## src/rtl/freq_meter.sv

```systemverilog
// Period/high-time meter: measures an asynchronous slow signal in clock_in cycles.
// Optional high-time measurement is built only when DUTY_MEASURE_EN is defined.
`timescale 1ns/1ps
module freq_meter #(
  parameter int               WIDTH       = 28,
  parameter logic [WIDTH-1:0] TIMEOUT     = 28'd100000000,
  parameter int               SYNC_STAGES = 2
) (
  input  logic             clock_in,
  input  logic             reset_n,
  input  logic             signal_in,
  output logic [WIDTH-1:0] period_out,
  output logic [WIDTH-1:0] duty_out,
  output logic             valid,
  output logic             timeout,
  output logic             measuring
);

  // state   | meaning
  // ARM     | waiting for a first rising edge, cnt held at 0
  // MEASURE | counting cycles between consecutive rising edges
  typedef enum logic {ARM, MEASURE} state_t;

  state_t                 state;
  logic [SYNC_STAGES-1:0] sync_q;
  logic                   s;
  logic                   s_d;
  logic                   rise;
  logic [WIDTH-1:0]       cnt;

  assign s    = sync_q[SYNC_STAGES-1];
  assign rise = s & ~s_d;

  always_ff @(posedge clock_in or negedge reset_n) begin
    if (!reset_n) begin
      sync_q <= '0;
      s_d    <= 1'b0;
    end else begin
      sync_q <= {sync_q[SYNC_STAGES-2:0], signal_in};
      s_d    <= s;
    end
  end

  always_ff @(posedge clock_in or negedge reset_n) begin
    if (!reset_n) begin
      state      <= ARM;
      cnt        <= '0;
      period_out <= '0;
      valid      <= 1'b0;
      timeout    <= 1'b0;
      measuring  <= 1'b0;
    end else begin
      valid <= 1'b0;
      case (state)
        ARM: begin
          cnt <= '0;
          if (rise) begin
            state     <= MEASURE;
            measuring <= 1'b1;
            cnt       <= {{(WIDTH-1){1'b0}}, 1'b1};
          end
        end
        MEASURE: begin
          // A rise landing on the timeout cycle is still a valid measurement.
          if (rise) begin
            period_out <= cnt;
            valid      <= 1'b1;
            timeout    <= 1'b0;
            cnt        <= {{(WIDTH-1){1'b0}}, 1'b1};
          end else if (cnt == TIMEOUT) begin
            timeout   <= 1'b1;
            state     <= ARM;
            measuring <= 1'b0;
            cnt       <= '0;
          end else begin
            cnt <= cnt + 1'b1;
          end
        end
        default: begin
          state     <= ARM;
          measuring <= 1'b0;
          cnt       <= '0;
        end
      endcase
    end
  end

`ifdef DUTY_MEASURE_EN
  logic [WIDTH-1:0] hcnt;

  always_ff @(posedge clock_in or negedge reset_n) begin
    if (!reset_n) begin
      hcnt     <= '0;
      duty_out <= '0;
    end else if (rise) begin
      // The rise cycle itself is the first high cycle of the new period.
      if (state == MEASURE) duty_out <= hcnt;
      hcnt <= {{(WIDTH-1){1'b0}}, 1'b1};
    end else if (state == MEASURE && cnt != TIMEOUT && s) begin
      hcnt <= hcnt + 1'b1;
    end
  end
`else
  assign duty_out = '0;
`endif

endmodule

```

## config.mk

```make
export PLATFORM = sky130hd
export DESIGN_NAME = freq_meter
export DESIGN_NICKNAME = d
export VERILOG_FILES = /design/src/rtl/freq_meter.sv
export SDC_FILE = /design/constraint.sdc
export NUM_CORES = 1
export LEC_CHECK = 0
export ABC_CLOCK_PERIOD_IN_PS = 2950
export BUFFER_PORTS_ARGS = -buffer_cell sky130_fd_sc_hd__buf_2
export CAP_MARGIN = 15
export CORE_MARGIN = 2
export CORE_UTILIZATION = 40
export CTS_BUF_LIST = sky130_fd_sc_hd__clkbuf_2
export DETAILED_ROUTE_END_ITERATION = 8
export GPL_TIMING_DRIVEN = 1
export PLACE_DENSITY_LB_ADDON = 0.08
export SETUP_SLACK_MARGIN = 0.05
export SYNTH_ARGS = -nofsm -noshare
export SYNTH_HDL_FRONTEND = slang
export SYNTH_SLANG_ARGS = --single-unit
```

## constraint.sdc

```tcl
create_clock -name clock_in -period 2.95 [get_ports clock_in]
set_input_delay 0.295 -clock clock_in [delete_from_list [all_inputs] [get_ports clock_in]]
set_output_delay 0.295 -clock clock_in [all_outputs]
set_load 0.02 [all_outputs]
```

==> results of run 1 <==
[worst register-to-register path, cell delays in order, from the launching register on]
cell,delay [ps]
dfrtp_1,450
inv_1,90
ha_1,130
nor3b_1,290
nand4_1,240
o31ai_4,500
buf_4,330
nor2_1,80
[logic make-up after synthesis]
kind of cell | Yosys count | synth area share (%)
AO/OA/AOI/OAI | 36 | 7.40
adder cells (fa/ha/maj) | 2 | 0.831
buffers and inverters | 43 | 9.64
other | 1 | 0.125
AND/OR/NAND/NOR | 85 | 16.4
XOR/XNOR | 12 | 3.49
multiplexers | 26 | 9.73
flip-flops | 63 | 52.4
[layout by cell type (no fill, tap or decap), drive strengths merged, types with 8 or more instances in the layout]
cell type,instances
xor2,10
clkbuf,11
nand2,16
o31ai,9
buf,36
mux2,26
a21oi,16
conb,28
o21ai,10
dfrtp,63
nand3,12
nand4,8
nor2,13
[flip-flops by register name, summed over array words and instances (netlist names)]
register	cells
valid	1
s_d	1
timeout	1
period_out	28
sync_q	2
state	1
measuring	1
cnt	28
[power groups by stage]
| stage | sequential, mW | clock [mW] | combinational (mW) |
|---|---|---|---|
| 6_report | 0.960 | 0.500 | 0.229 |
| 3_3_place_gp | 0.976 | 0 | 0.227 |
| 3_5_place_dp | 0.976 | 0 | 0.231 |
| 4_1_cts | 0.960 | 0.522 | 0.233 |
| 2_1_floorplan | 0.985 | 0 | 0.168 |
| 5_1_grt | 0.970 | 0.558 | 0.255 |
[worst paths after layout]
path / cells past startpoint / endpoint / slack, ps / start
worst max-delay path: 7 / cnt[12] / 730 / cnt[0]
worst min-delay path: 2 / cnt[27] / 380 / reset_n
worst max register to register: 7 / cnt[12] / 730 / cnt[0]
worst min register to register: 0 / sync_q[1] / 380 / sync_q[0]
max in group asynchronous: 3 / cnt[9] / 1930 / reset_n
min in group clock_in: 0 / sync_q[1] / 380 / sync_q[0]
[routing by layer]
layer	vias to the layer above	wire length (microns)	global-route usage (%)	part of all wire (%)
met5	-	0	0	0
met4	0	97	7.44	1.6
met3	10	215	3.34	3.6
met2	46	2820	24.4	47
met1	1016	2850	20.4	48
li1	978	-	-	-
[stage by stage]
step	power (mW)	util, %
after floorplan	1.15	-
after global placement	1.20	43.6
after detailed placement	1.21	43.6
after CTS	1.72	45.3
after global routing	1.78	45.3
final	1.69	45.3
[area by class of cell]
type	count	area, sq um
Timing Repair Buffer	38	220
Sequential cell	63	1580
Multi-Input combinational cell	189	1240
Clock buffer	11	55.1
Inverter	4	15.0
Fill cell	715	3970
Tap cell	99	124
Clock inverter	5	48.8
[timing repair]
action | 4_1_cts | 5_1_grt
endpoints found under the hold margin | 32 | 0
setup endpoints to repair | 0 | 0
hold buffers | 2 | 0
setup buffers | 0 | 0
gates resized for setup | 0 | 0
==> results.toml, run 1 <==
[critical_path]
critPathMaxStageDelay_ps = 500
crit_chain = "inv_1 > ha_1 > nor3b_1 > nand4_1 > o31ai_4 > buf_4 > nor2_1"
path_buf_inv = 2
cp_max_fo = 17
cp-end-kind = "register"
cp.required_ps = 3320
critPathKind = "register to register"
arrival_ps = 2600
start_kind = "register"
crit_slowest_cell = "o31ai_4"
cp_top_family = "simple AND/OR/NAND/NOR gates"

[timing]
skew_ps = 22.6
hold_slack_ps = 375
rsz0062_at_grt = "false"
max_freq_ghz = 0.450
final-hold-violation-count = 0
slew-limit-headroom_pct = 51.0
finalCritPeriodShare_pct = 75.4
setup_viol_count_final = 0
setup_slack_ps = 726
period_needed_ps = 2220
tightest_slew_ps = 734
setup-tns-final_ps = 0
drv_slew = 0

[pwr]
switching_share_pct = 30.0
ir_worst_vdd_v = 0.000334
p_int_mw = 1.18
p_seq_share_pct = 56.9
p_switching_mw = 0.507
leakagePower_nw = 1.64
pwr-share-clk_pct = 29.6
power_frac_comb_pct = 13.5
p_per_area_mw_per_mm2 = 514

[logic_synthesis]
ys_types = 38
ys_top_cells_by_count = "dfrtp_1, buf_4, mux2_2"
yosysTopAreaCell = "dfrtp_1"
synthCells = 268
ys.flop_type = "dfrtp_1"
synth_most_common_cell = "dfrtp_1"
synth.area.top_cells = "dfrtp_1, mux2_2, buf_4"
ys_warn_count = 0
syn_area_per_cell_sq_um = 11.2
ys_seq_elements = 63
yosysTopAreaCellShare_pct = 52.4
syn-cell-area_sq_mm = 0.00301
async_reset_ff_share_pct = 100
ys_seq_area_share_pct = 52.4
synth-edff-count = 0

[worst_hold_path]
hold_class = "input port to asynchronous set/reset pin"

[final_layout]
area_delta_synth_final_pct = 9.10
nets = 310
drive_gt1_share_pct = 27.4
layout.cells.non_filler = 409
finalInstanceArea_sq_mm = 0.00328
n_antenna_cell = 0

[drt]
dr.pass1.iters = 6
final_antenna_net_count = 0
drcViolationCount = 0
wirelength_mm = 5.98
vias = 2050
drt_iter0_markers = 126
vias_per_cell = 5.01
wl_per_cell_microns = 14.6

[clock_network]
clock-sinks = 63
tritoncts = "yes"
clk_pin_slew_worst_paths_ps = 180
cts_buffer_depth = 2
cts_root_buf = "clkbuf_2"
h-tree-depth = 3
clkLatencyLatePin_ps = 480
cts_made_buffers = 9

[global_routing]
track_usage_pct = 15.5
grt_max_degree = 33
grt-ovfl-total = 0
antenna_found_initial = 0
grt_pass1_vias = 2020
grt_pass1_wl_mm = 10.0

[die]
die_x_microns = 90.8
chipHeight_microns = 90.8
start_util_pct = 41.5
dieArea_sq_mm = 0.00824
placementRows = 31
ioPinCount = 62
core_sq_mm = 0.00725

[status]
status = "finished, final reports clean"

[place]
dpl-instance-area_sq_mm = 0.00316
dp_hpwl_mm = 4.05
placedCellCount = 391
port_buffers = 33
place_ws_ps = 748
gp_congestion = 0.787

[job]
maxCapViolations = 0
Note: power is estimated with default switching activity, not from simulation.
==> inputs of run 2 (changes only) <==
Settings changed: ABC_CLOCK_PERIOD_IN_PS 2950 to 2300.
Clock period 2.95 ns to 2.3 ns, I/O delays scaled along.
==> run 2 against run 1 <==
  * Largest power group unchanged
  * Critical path depth down 3
  * Sequential share of layout area down 0.29 points
  * Power up 26%
  * Critical path type unchanged
  * Sequential cell count unchanged
  * Combinational power up 25%
  * Final cell count up 0.73%
  * Largest cell class unchanged
  * Register-to-register slack worse by 390 ps
  * Die area unchanged
==> results.toml, run 2 (synthesis gave the netlist of run 1 again) <==
[clock_network]
hold_buffers = 3
cts_buffer_depth = 2
cts_made_buffers = 9
h-tree-depth = 3
tritoncts = "yes"
clock-sinks = 63
cts_root_buf = "clkbuf_2"
postCtsSetupBuffers = 0
clk_pin_slew_worst_paths_ps = 180
cts_resized = 0
clkLatencyLatePin_ps = 490

[timing]
period_needed_ps = 1960
rsz0062_at_grt = "false"
final-hold-violation-count = 0
setup-tns-final_ps = 0
skew_ps = 23.7
setup_slack_ps = 337
hold_slack_ps = 287
drv_slew = 0
setup_viol_count_final = 0
max_freq_ghz = 0.509
finalCritPeriodShare_pct = 85.4

[place]
port_buffers = 33
placedCellCount = 393
dpl-instance-area_sq_mm = 0.00318
place_ws_ps = 371
gp_congestion = 0.739
dp_hpwl_mm = 3.93

[drt]
vias = 2029
drcViolationCount = 0
dr.pass1.iters = 4
drt_iter0_markers = 117
wl_per_cell_microns = 13.6
vias_per_cell = 4.92
wirelength_mm = 5.60
final_antenna_net_count = 0

[global_routing]
grt_pass1_wl_mm = 9.92
track_usage_pct = 15.1
grt-ovfl-total = 0
antenna_found_initial = 0
grt_pass1_vias = 2007
grt_max_degree = 32

[die]
start_util_pct = 41.5
die_x_microns = 90.8
ioPinCount = 62
placementRows = 31
dieArea_sq_mm = 0.00824
core_sq_mm = 0.00725
chipHeight_microns = 90.8

[job]
maxCapViolations = 0

[final_layout]
fin_util_pct = 45.6
final_cell_mix = "dfrtp_1, buf_2, conb_1, mux2_2, nand2_1"
nets = 313
drive_gt1_share_pct = 26.5
finalInstanceArea_sq_mm = 0.00330
layout_commonest_cell = "dfrtp_1"
top_regs = "cnt x28, period_out x28, sync_q x2"
layout.cells.non_filler = 412
n_antenna_cell = 0
area_delta_synth_final_pct = 9.77

[critical_path]
arrival_ps = 2400
cp_max_fo = 9
start_kind = "register"
cp.required_ps = 2740
cp-end-kind = "register"
critPathKind = "register to register"

[pwr]
power.total_mw = 2.13
ir_worst_vdd_v = 0.000257
leakagePower_nw = 1.64
p_per_area_mw_per_mm2 = 645

[status]
status = "finished, final reports clean"

[worst_hold_path]
hold_class = "input port to asynchronous set/reset pin"
## run 2: cell types whose count changed in the layout (fill, tap and decap cells not counted), sizes merged
cell | previous run | this run
buf | 36 | 38
clkbuf | 11 | 9
clkinv | 4 | 6
dlygate4sd3 | 2 | 3
## run 2: layout make-up
| class | instances | area (sq um) |
|---|---|---|
| Clock buffer | 9 | 45.0 |
| Clock inverter | 7 | 53.8 |
| Fill cell | 730 | 3950 |
| Inverter | 4 | 15.0 |
| Multi-Input combinational cell | 189 | 1240 |
| Sequential cell | 63 | 1580 |
| Tap cell | 99 | 124 |
| Timing Repair Buffer | 41 | 245 |
## run 2: worst max-delay path, stage by stage (launching register included)
cell	delay (ps)
dfrtp_1	480
and4_1	450
nand4_1	310
or4_1	540
a21oi_1	150
## run 2: final timing paths
path | start | end | slack (ps) | cells after the start
min | reset_n | period_out[21] | 290 | 3
max | cnt[4] | cnt[25] | 340 | 4
min reg2reg | sync_q[0] | sync_q[1] | 370 | 0
max in group asynchronous | reset_n | valid | 1620 | 3
max reg2reg | cnt[4] | cnt[25] | 340 | 4
min in group clock_in | sync_q[0] | sync_q[1] | 370 | 0
## run 2: layer usage
| layer | wire (microns) | share of wire, % | vias to the layer above | GRT usage (%) |
|---|---|---|---|---|
| li1 | - | - | 983 | - |
| met3 | 233 | 4.2 | 11 | 3.26 |
| met1 | 2780 | 50 | 982 | 20.9 |
| met5 | 0 | 0 | - | 0 |
| met2 | 2470 | 44 | 53 | 22.3 |
| met4 | 108 | 1.9 | 0 | 7.69 |
## run 2: where the power goes
group	internal (mW)	switching [mW]	leakage, nW
Sequential	1.17	0.0590	0.853
Combinational	0.0977	0.190	0.725
Clock	0.232	0.383	0.0633
Total	1.50	0.632	1.64
==> inputs of run 3 (changes only) <==
Settings changed: BUFFER_PORTS_ARGS -buffer_cell sky130_fd_sc_hd__buf_2 to default, DONT_BUFFER_PORTS from default to 1.
==> run 3 against run 2 <==
  * Fmax shrank 2.5%
  * Routed wire length grew 2.4%
  * Register-to-register slack lost 50 ps
  * Utilization shrank 2.5 points
==> results.toml, run 3 (synthesis gave the netlist of run 1 again) <==
[status]
status = "finished, final reports clean"

[global_routing]
grt-ovfl-total = 0
antenna_found_initial = 0
track_usage_pct = 15.3
grt_max_degree = 64
grt_pass1_vias = 1876
grt_pass1_wl_mm = 9.86

[clock_network]
hold_buffers = 3
clk_pin_slew_worst_paths_ps = 190
clkLatencyLatePin_ps = 510
cts_made_buffers = 9
tritoncts = "yes"
cts_root_buf = "clkbuf_2"
postCtsSetupBuffers = 0
cts_buffer_depth = 2
h-tree-depth = 3
clock-sinks = 63
cts_resized = 0

[timing]
setup_viol_count_final = 0
final-hold-violation-count = 0
period_needed_ps = 2010
setup-tns-final_ps = 0
max_freq_ghz = 0.497
drv_slew = 0
finalCritPeriodShare_pct = 87.5
skew_ps = 30.9
rsz0062_at_grt = "false"

[pwr]
leakagePower_nw = 1.46
ir_worst_vdd_v = 0.000304
p_per_area_mw_per_mm2 = 649

[place]
port_buffers = 0
gp_congestion = 0.765
dp_hpwl_mm = 3.81
dpl-instance-area_sq_mm = 0.00300

[final_layout]
finalInstanceArea_sq_mm = 0.00312
register_area_sq_mm = 0.00158
top_regs = "cnt x28, period_out x28, sync_q x2"
fill_cells = 709
multi_input_area_sq_mm = 0.00124
final_cell_mix = "dfrtp_1, conb_1, mux2_2, nand2_1, a21oi_1"
n_antenna_cell = 0
layout_commonest_cell = "dfrtp_1"
drive_gt1_share_pct = 18.7
area_delta_synth_final_pct = 3.66
nets = 278

[drt]
vias = 1926
final_antenna_net_count = 0
drcViolationCount = 0
vias_per_cell = 5.11
wl_per_cell_microns = 15.2
dr.pass1.iters = 4
drt_iter0_markers = 84
wirelength_mm = 5.73

[critical_path]
critPathKind = "register to register"
cp_max_fo = 9
arrival_ps = 2470
critPathMaxStageDelay_ps = 550
start_kind = "register"
crit_slowest_cell = "or4_1"
cp.required_ps = 2760
crit_chain = "and3_1 > nand4_1 > or4_1 > a21oi_1"
cp-end-kind = "register"

[die]
chipHeight_microns = 90.8
placementRows = 31
dieArea_sq_mm = 0.00824
core_sq_mm = 0.00725
die_x_microns = 90.8
start_util_pct = 41.5
ioPinCount = 62

[worst_hold_path]
hold_class = "input port to asynchronous set/reset pin"

[job]
maxCapViolations = 0
==> run 3: cell count changes in the layout (fill, tap and decap cells not counted), sizes merged <==
cell / delta
buf: -34
bufinv: -1
clkbuf: +1
dlygate4sd3: -1
==> run 3: worst paths after layout <==
kind	from	end	slack, ps	depth (start not counted)
worst max register to register	cnt[2]	cnt[25]	290	4
worst max-delay path	cnt[2]	cnt[25]	290	4
worst min-delay path	reset_n	period_out[21]	220	2
max in group asynchronous	reset_n	cnt[13]	1780	2
min in group clock_in	signal_in	sync_q[0]	290	1
worst min register to register	sync_q[0]	sync_q[1]	380	0
==> run 3: area by class of cell <==
type                    count  share of cell area (%)
repair buffers              6                    2.65
flip-flops and latches     63                    50.5
clock inverters             6                   0.882
well taps                  99                    3.97
multi-input cells         189                    39.9
inverters                   4                   0.481
clock buffers              10                    1.60
==> run 3: through the flow <==
step                utilization (%)  setup WS [ps]  total power, mW  hold slack (ps)  instances
floorplan                         -            559             1.48            -65.6        295
global placement               41.3            378             1.48            -64.1        358
detailed placement             41.3            286             1.49            -63.9        358
CTS                            43.0            271             2.07              194        377
global route                   43.0            102             2.15              201        377
finish                         43.0            287             2.02              223        377
==> run 3: worst max-delay path, delay by kind of cell, from the launching register on <==
| family | cells | cell delay [ps] |
|---|---|---|
| AND/OR/NAND/NOR | 3 | 1300 |
| AO/OA/AOI/OAI | 1 | 150 |
| flip-flops | 1 | 540 |
==> run 3: per-layer routing <==
layer  part of all wire, %  track usage [%]
met5                     0                0
met2                    44             21.3
met4                   1.7             6.15
met3                   5.3             5.76
met1                    49             21.3
==> run 3: report_power, final <==
| part | switching [mW] | internal [mW] | total, mW |
|---|---|---|---|
| Clock | 0.400 | 0.133 | 0.533 |
| Combinational | 0.141 | 0.0772 | 0.218 |
| Sequential | 0.106 | 1.17 | 1.27 |
